<file path="config.mk">
export PLATFORM = sky130hd
export DESIGN_NAME = fifo_ptr_ctrl
export DESIGN_NICKNAME = d
export VERILOG_FILES = /design/src/rtl/fifo_pkg.sv /design/src/rtl/fifo_wrap_ptr.sv /design/src/rtl/fifo_ptr_ctrl.sv
export SDC_FILE = /design/constraint.sdc
export NUM_CORES = 1
export LEC_CHECK = 0
export BUFFER_PORTS_ARGS = -buffer_cell sky130_fd_sc_hd__buf_2
export CELL_PAD_IN_SITES_DETAIL_PLACEMENT = 0
export CELL_PAD_IN_SITES_GLOBAL_PLACEMENT = 1
export CORE_MARGIN = 5
export CORE_UTILIZATION = 36
export CTS_CLUSTER_DIAMETER = 150
export DETAILED_ROUTE_END_ITERATION = 7
export PLACE_DENSITY_LB_ADDON = 0.1
export SLEW_MARGIN = 5
export SYNTH_ARGS = -nofsm -noshare
export SYNTH_HDL_FRONTEND = slang
export SYNTH_SLANG_ARGS = --single-unit
</file>
<file path="constraint.sdc">
create_clock -name clk_i -period 3.1 [get_ports clk_i]
set_input_delay 0.155 -clock clk_i [delete_from_list [all_inputs] [get_ports clk_i]]
set_output_delay 0.155 -clock clk_i [all_outputs]
set_load 0.005 [all_outputs]
</file>
<file path="src/rtl/fifo_pkg.sv">
// Shared types and helpers for the FIFO family: pointer sizing, wrap arithmetic
// and the status flag bundle.
package fifo_pkg;

  typedef struct packed {
    logic full;
    logic empty;
    logic almost_full;
    logic almost_empty;
  } fifo_status_t;

  // A pointer is the address plus one phase bit above it.
  function automatic int unsigned ptr_width(input int unsigned a);
    return a + 1;
  endfunction

  function automatic int unsigned next_addr(input int unsigned addr, input int unsigned depth);
    return (addr == depth - 1) ? 0 : addr + 1;
  endfunction

endpackage

</file>
<file path="src/rtl/fifo_wrap_ptr.sv">
// Single phase-bit pointer that counts 0..DEPTH-1 and toggles its phase on wrap.
module fifo_wrap_ptr
  import fifo_pkg::*;
#(
  parameter int unsigned A     = 4,
  parameter int unsigned DEPTH = 2**A
) (
  input  logic                      clk_i,
  input  logic                      rstn_i,
  input  logic                      clr_i,
  input  logic                      inc_i,
  output logic [ptr_width(A)-1:0]   ptr_o
);

  logic [A-1:0] addr_q, addr_d;
  logic         phase_q, phase_d;
  logic         at_end;

  assign at_end = (addr_q == A'(DEPTH - 1));

  always_comb begin
    addr_d  = addr_q;
    phase_d = phase_q;
    if (inc_i) begin
      addr_d  = A'(next_addr(32'(addr_q), DEPTH));
      phase_d = phase_q ^ at_end;
    end
  end

  always_ff @(posedge clk_i) begin
    if (!rstn_i || clr_i) begin
      addr_q  <= '0;
      phase_q <= 1'b0;
    end else begin
      addr_q  <= addr_d;
      phase_q <= phase_d;
    end
  end

  assign ptr_o = {phase_q, addr_q};

endmodule

</file>
<file path="src/rtl/fifo_ptr_ctrl.sv">
// Matched write/read pointer controller: request gating, occupancy count,
// registered threshold flags, flush and sticky error reporting.
module fifo_ptr_ctrl
  import fifo_pkg::*;
#(
  parameter int unsigned A        = 4,
  parameter int unsigned DEPTH    = 2**A,
  parameter int unsigned AF_LEVEL = DEPTH - 1,
  parameter int unsigned AE_LEVEL = 1
) (
  input  logic         clk_i,
  input  logic         rstn_i,
  input  logic         flush_i,
  input  logic         wr_req_i,
  input  logic         rd_req_i,
  output logic         wr_en_o,
  output logic         rd_en_o,
  output logic [A-1:0] wr_addr_o,
  output logic [A-1:0] rd_addr_o,
  output logic [A:0]   wr_ptr_o,
  output logic [A:0]   rd_ptr_o,
  output logic [A:0]   count_o,
  output logic         full_o,
  output logic         empty_o,
  output logic         almost_full_o,
  output logic         almost_empty_o,
  output logic         overflow_o,
  output logic         underflow_o
);

  typedef logic [ptr_width(A)-1:0] ptr_t;

  if (DEPTH < 2 || DEPTH > 2**A || AE_LEVEL >= AF_LEVEL || AF_LEVEL > DEPTH) begin : g_param_check
    $error("fifo_ptr_ctrl: illegal DEPTH/AF_LEVEL/AE_LEVEL combination");
  end

  function automatic fifo_status_t status_for(input logic [A:0] cnt);
    fifo_status_t s;
    s.full         = (32'(cnt) == DEPTH);
    s.empty        = (cnt == '0);
    s.almost_full  = (32'(cnt) >= AF_LEVEL);
    s.almost_empty = (32'(cnt) <= AE_LEVEL);
    return s;
  endfunction

  ptr_t         wr_ptr, rd_ptr;
  logic         wr_en, rd_en;
  logic [A:0]   count_q, count_d;
  fifo_status_t status_q, status_d;
  logic         overflow_q, overflow_d;
  logic         underflow_q, underflow_d;

  assign wr_en = wr_req_i & ~status_q.full  & ~flush_i;
  assign rd_en = rd_req_i & ~status_q.empty & ~flush_i;

  fifo_wrap_ptr #(.A(A), .DEPTH(DEPTH)) u_wr_ptr (
    .clk_i  (clk_i),
    .rstn_i (rstn_i),
    .clr_i  (flush_i),
    .inc_i  (wr_en),
    .ptr_o  (wr_ptr)
  );

  fifo_wrap_ptr #(.A(A), .DEPTH(DEPTH)) u_rd_ptr (
    .clk_i  (clk_i),
    .rstn_i (rstn_i),
    .clr_i  (flush_i),
    .inc_i  (rd_en),
    .ptr_o  (rd_ptr)
  );

  // Flags are derived from the next count so they line up with the pointers.
  always_comb begin
    count_d = count_q;
    case ({wr_en, rd_en})
      2'b10:   count_d = count_q + {{A{1'b0}}, 1'b1};
      2'b01:   count_d = count_q - {{A{1'b0}}, 1'b1};
      default: count_d = count_q;
    endcase
    status_d    = status_for(count_d);
    overflow_d  = overflow_q  | (wr_req_i & status_q.full);
    underflow_d = underflow_q | (rd_req_i & status_q.empty);
  end

  always_ff @(posedge clk_i) begin
    if (!rstn_i || flush_i) begin
      count_q     <= '0;
      status_q    <= status_for('0);
      overflow_q  <= 1'b0;
      underflow_q <= 1'b0;
    end else begin
      count_q     <= count_d;
      status_q    <= status_d;
      overflow_q  <= overflow_d;
      underflow_q <= underflow_d;
    end
  end

  // Count-based flags and pointer-based flags must never disagree.
  always_ff @(posedge clk_i) begin
    if (rstn_i) begin
      assert (status_q.full == ((wr_ptr[A-1:0] == rd_ptr[A-1:0]) && (wr_ptr[A] != rd_ptr[A])));
      assert (status_q.full == (32'(count_q) == DEPTH));
      assert (status_q.empty == (wr_ptr == rd_ptr));
      assert (status_q.empty == (count_q == '0));
    end
  end

  assign wr_en_o        = wr_en;
  assign rd_en_o        = rd_en;
  assign wr_ptr_o       = wr_ptr;
  assign rd_ptr_o       = rd_ptr;
  assign wr_addr_o      = wr_ptr[A-1:0];
  assign rd_addr_o      = rd_ptr[A-1:0];
  assign count_o        = count_q;
  assign full_o         = status_q.full;
  assign empty_o        = status_q.empty;
  assign almost_full_o  = status_q.almost_full;
  assign almost_empty_o = status_q.almost_empty;
  assign overflow_o     = overflow_q;
  assign underflow_o    = underflow_q;

endmodule
</file>
==> summary.md <==
| Metric | Value |
|---|---|
| Hold Path Cell Cnt | `3` |
| TritonCTS Buffers | `3` |
| Largest net degree at the start of global routing | `19` |
| Register area share after synthesis | `~37%` |
| Clock sink count | `21` |
| Number of synthesized flops with an enable pin | `0` |
| IO Count | `36` |
| Synth top area cells | `dfxtp_1, buf_4, a21oi_1` |
| Drt pass-1 iters | `4` |
| Peak VDD IR | `around 210 µV` |
| Setup bufs post-CTS | `0` |
| Number of gates resized after cts | `0` |
| Top_reg_cell synth | `dfxtp_1` |
| Element type at the critical path start | `flip-flop` |
| Initial drt markers | `38` |
| Post-synthesis cell count | `approximately 130` |
| Simple-gate share of the synthesized area | `approximately 21%` |
| Final hold vios | `0` |
| ANT nets after route | `0` |
| Post-Syn Area | `approximately 1100 µm²` |
| Fin. max-slew vios | `0` |
| DRT Wirelength | `around 2.5 mm` |
| Worst EP required | `3.27 ns` |
| FP Rows | `20` |
| First-pass GRT wire length | `slightly above 4 mm` |
| Area of the core | `approximately 3000 µm²` |
| Crit Path Category | `reg2reg` |
| Reg2reg path depth | `10` |
| Layout Skew | `approximately 0.0062 ns` |
| Hold Path Class | `in2reg` |
| Critical-path maximum fanout | `9` |
| Main combinational cell family by area after synthesis | `simple AND/OR/NAND/NOR gates` |
| Htree depth | `1` |
| Initial Util | `between 30% and 40%` |
| Routed len/inst | `approximately 13 µm` |
| Critical path's slowest cell | `or3b_1` |
| Syn-to-layout area delta | `13.5%` |
| Total GRT Usage | `between 10% and 20%` |
| CP Capture Type | `flip-flop` |
| CP cell instances | `or3b_1, clkinv_8, nand2_1, xnor2_1, ha_1, a21o_1, and3_1, o211a_1, o311ai_0, o21ai_0` |
| Final setup viols | `0` |
| Worst Tran Pin Value | `roughly 0.74 ns` |
| Fraction of layout cells with a size suffix above 1 | `approximately 28%` |
| Number of max-cap violations | `0` |
| Gpl congestion | `slightly above 0.7` |
| Avg Inst Size Synth | `between 8 and 9 µm²` |
| CTS tree | `yes` |
| Synth top area share | `36.6%` |
| Nets@finish | `between 150 and 200` |
| Status | `completed` |
| Synth Area in Adders | `around 4.4%` |
| Setup TNS | `0 ns` |
| Synth area leader | `dfxtp_1` |
| Chip Height | `around 66 µm` |
| Min cycle time layout | `approximately 2.7 ns` |
| CP delay by family, top | `compound AO/OA/AOI/OAI gates` |
| Leakage | `just over 0.6 nW` |
| Port bufs | `35` |
| Highest Clock Rate | `364 MHz` |
| Post-synthesis async set-or-reset flop share | `0%` |
| Crit path DAT | `2.92 ns` |
| Avg Vias per Cell | `4.82` |
| Warnings, synthesis | `0` |
| Post-synthesis cell type count | `36` |
| Complex-gate fraction of the synthesized area | `17.7%` |
| Pwr Total | `0.446 mW` |
| Crit path buf inv count | `1` |
| PwrDens | `between 300 and 400 nW/µm²` |
| Die width | `between 60 and 70 µm` |
| Final worst path period share | `between 80% and 90%` |
| Hold_buf cts | `0` |
| Overflow after GRT | `0` |
| Mux share of post-synthesis cell area | `1.74%` |
| Crit path largest cell delay | `between 0.5 and 0.6 ns` |
| Xor and xnor fraction of the mapped netlist area | `~7%` |
| FF+latch count, synth | `21` |
| Clock latency on the worst-skew pair | `~0.30 ns` |
| Initial antenna violation count | `0` |
| CP Depth | `10` |
| RSZ-0062 raised after global routing | `false` |
| Drt drc | `0` |
| Post-synth net total | `141` |
| CTS root buffer | `clkbuf_4` |
| Max_slew headroom | `between 50% and 60%` |
| Clock buffer depth | `2` |
| Die area | `approximately 4400 µm²` |
| Diode count | `0` |
| Worst-path clk slew | `~0.11 ns` |
| Vias in the first global route | `between 800 and 900` |
| DR vias | `around 960` |
| Post-DP HPWL | `approximately 1.9 mm` |
-- logic make-up (layout without fill, tap and decap cells) --
logic type	count (synthesis)	count (layout)
XOR/XNOR	9	9
flip-flops	21	21
buffers and inverters	19	43
AO/OA/AOI/OAI	29	29
multiplexers	2	2
adder cells (fa/ha/maj)	4	4
AND/OR/NAND/NOR	48	48
-- placed cells by master (no fill, tap or decap), drive strengths merged, types with 3 or more instances in the layout --
master,count
nand2b,3
nand4,3
and2,3
o31ai,4
xor2,5
o21ai,3
inv,3
ha,4
or3,3
xnor2,4
dfxtp,21
clkbuf,4
nor2,15
a21o,3
buf,35
nand2,11
a21oi,12
-- synth_stat cells (4+ instances only) --
library cell	instances
xor2_1	5
dfxtp_1	21
nor2_1	15
a21oi_1	12
o31ai_1	4
xnor2_1	4
ha_1	4
nand2_1	11
buf_4	10
-- flip-flops by register name, summed over array words and instances (netlist names) --
signal / cells
u_wr_ptr.phase_q: 1
full_o: 1
empty_o: 1
u_wr_ptr.addr_q: 4
almost_empty_o: 1
underflow_o: 1
u_rd_ptr.addr_q: 4
u_rd_ptr.phase_q: 1
count_o: 5
overflow_o: 1
almost_full_o: 1
-- report_power, final --
group          switching (mW)  leakage, nW  internal (mW)  total (mW)
registers             0.00404        0.170          0.273       0.277
logic                  0.0240        0.422         0.0173      0.0413
clock network          0.0773       0.0150         0.0501       0.127
total                   0.105        0.607          0.341       0.446
-- routing by layer --
layer | GRT usage (%) | share of wire, %
met2 | 20.4 | 48
met1 | 14.3 | 47
met4 | 3.30 | 0.75
met5 | 0 | 0
met3 | 4.38 | 4.5
-- metrics by stage --
| stage | hold slack (ns) | utilization [%] | std cells | setup WS [ns] | cell area (µm²) |
|---|---|---|---|---|---|
| floorplan | 0.299 | - | 132 | 0.659 | 1150 |
| global placement | 0.415 | 41.8 | 196 | 0.432 | 1280 |
| detailed placement | 0.423 | 41.8 | 196 | 0.361 | 1280 |
| CTS | 0.0981 | 42.7 | 200 | 0.337 | 1300 |
| global route | 0.122 | 42.7 | 200 | 0.0870 | 1300 |
| finish | 0.107 | 42.7 | 200 | 0.355 | 1300 |
-- final timing paths --
kind,slack (ns),to,startpoint
worst max-delay path,0.35,almost_empty_o,empty_o
worst min-delay path,0.11,underflow_o,rd_req_i
worst max register to register,0.35,almost_empty_o,empty_o
worst min register to register,0.48,overflow_o,overflow_o
-- layout make-up --
| class | count | area, µm² |
|---|---|---|
| clock buffer | 4 | 26.3 |
| fill | 332 | 1750 |
| inverter | 4 | 27.5 |
| multi-input combinational | 92 | 598 |
| sequential | 21 | 420 |
| tap | 44 | 55.1 |
| timing repair buffer | 35 | 175 |
-- tightest hold or removal path: cells and delay by family --
family / cells / cell delay, ns
buffers and inverters: 1 / 0.10
and+or+nand+nor: 1 / 0.07
AOI/OAI and AO/OA: 1 / 0.06
(Power assumes the default switching activity.)
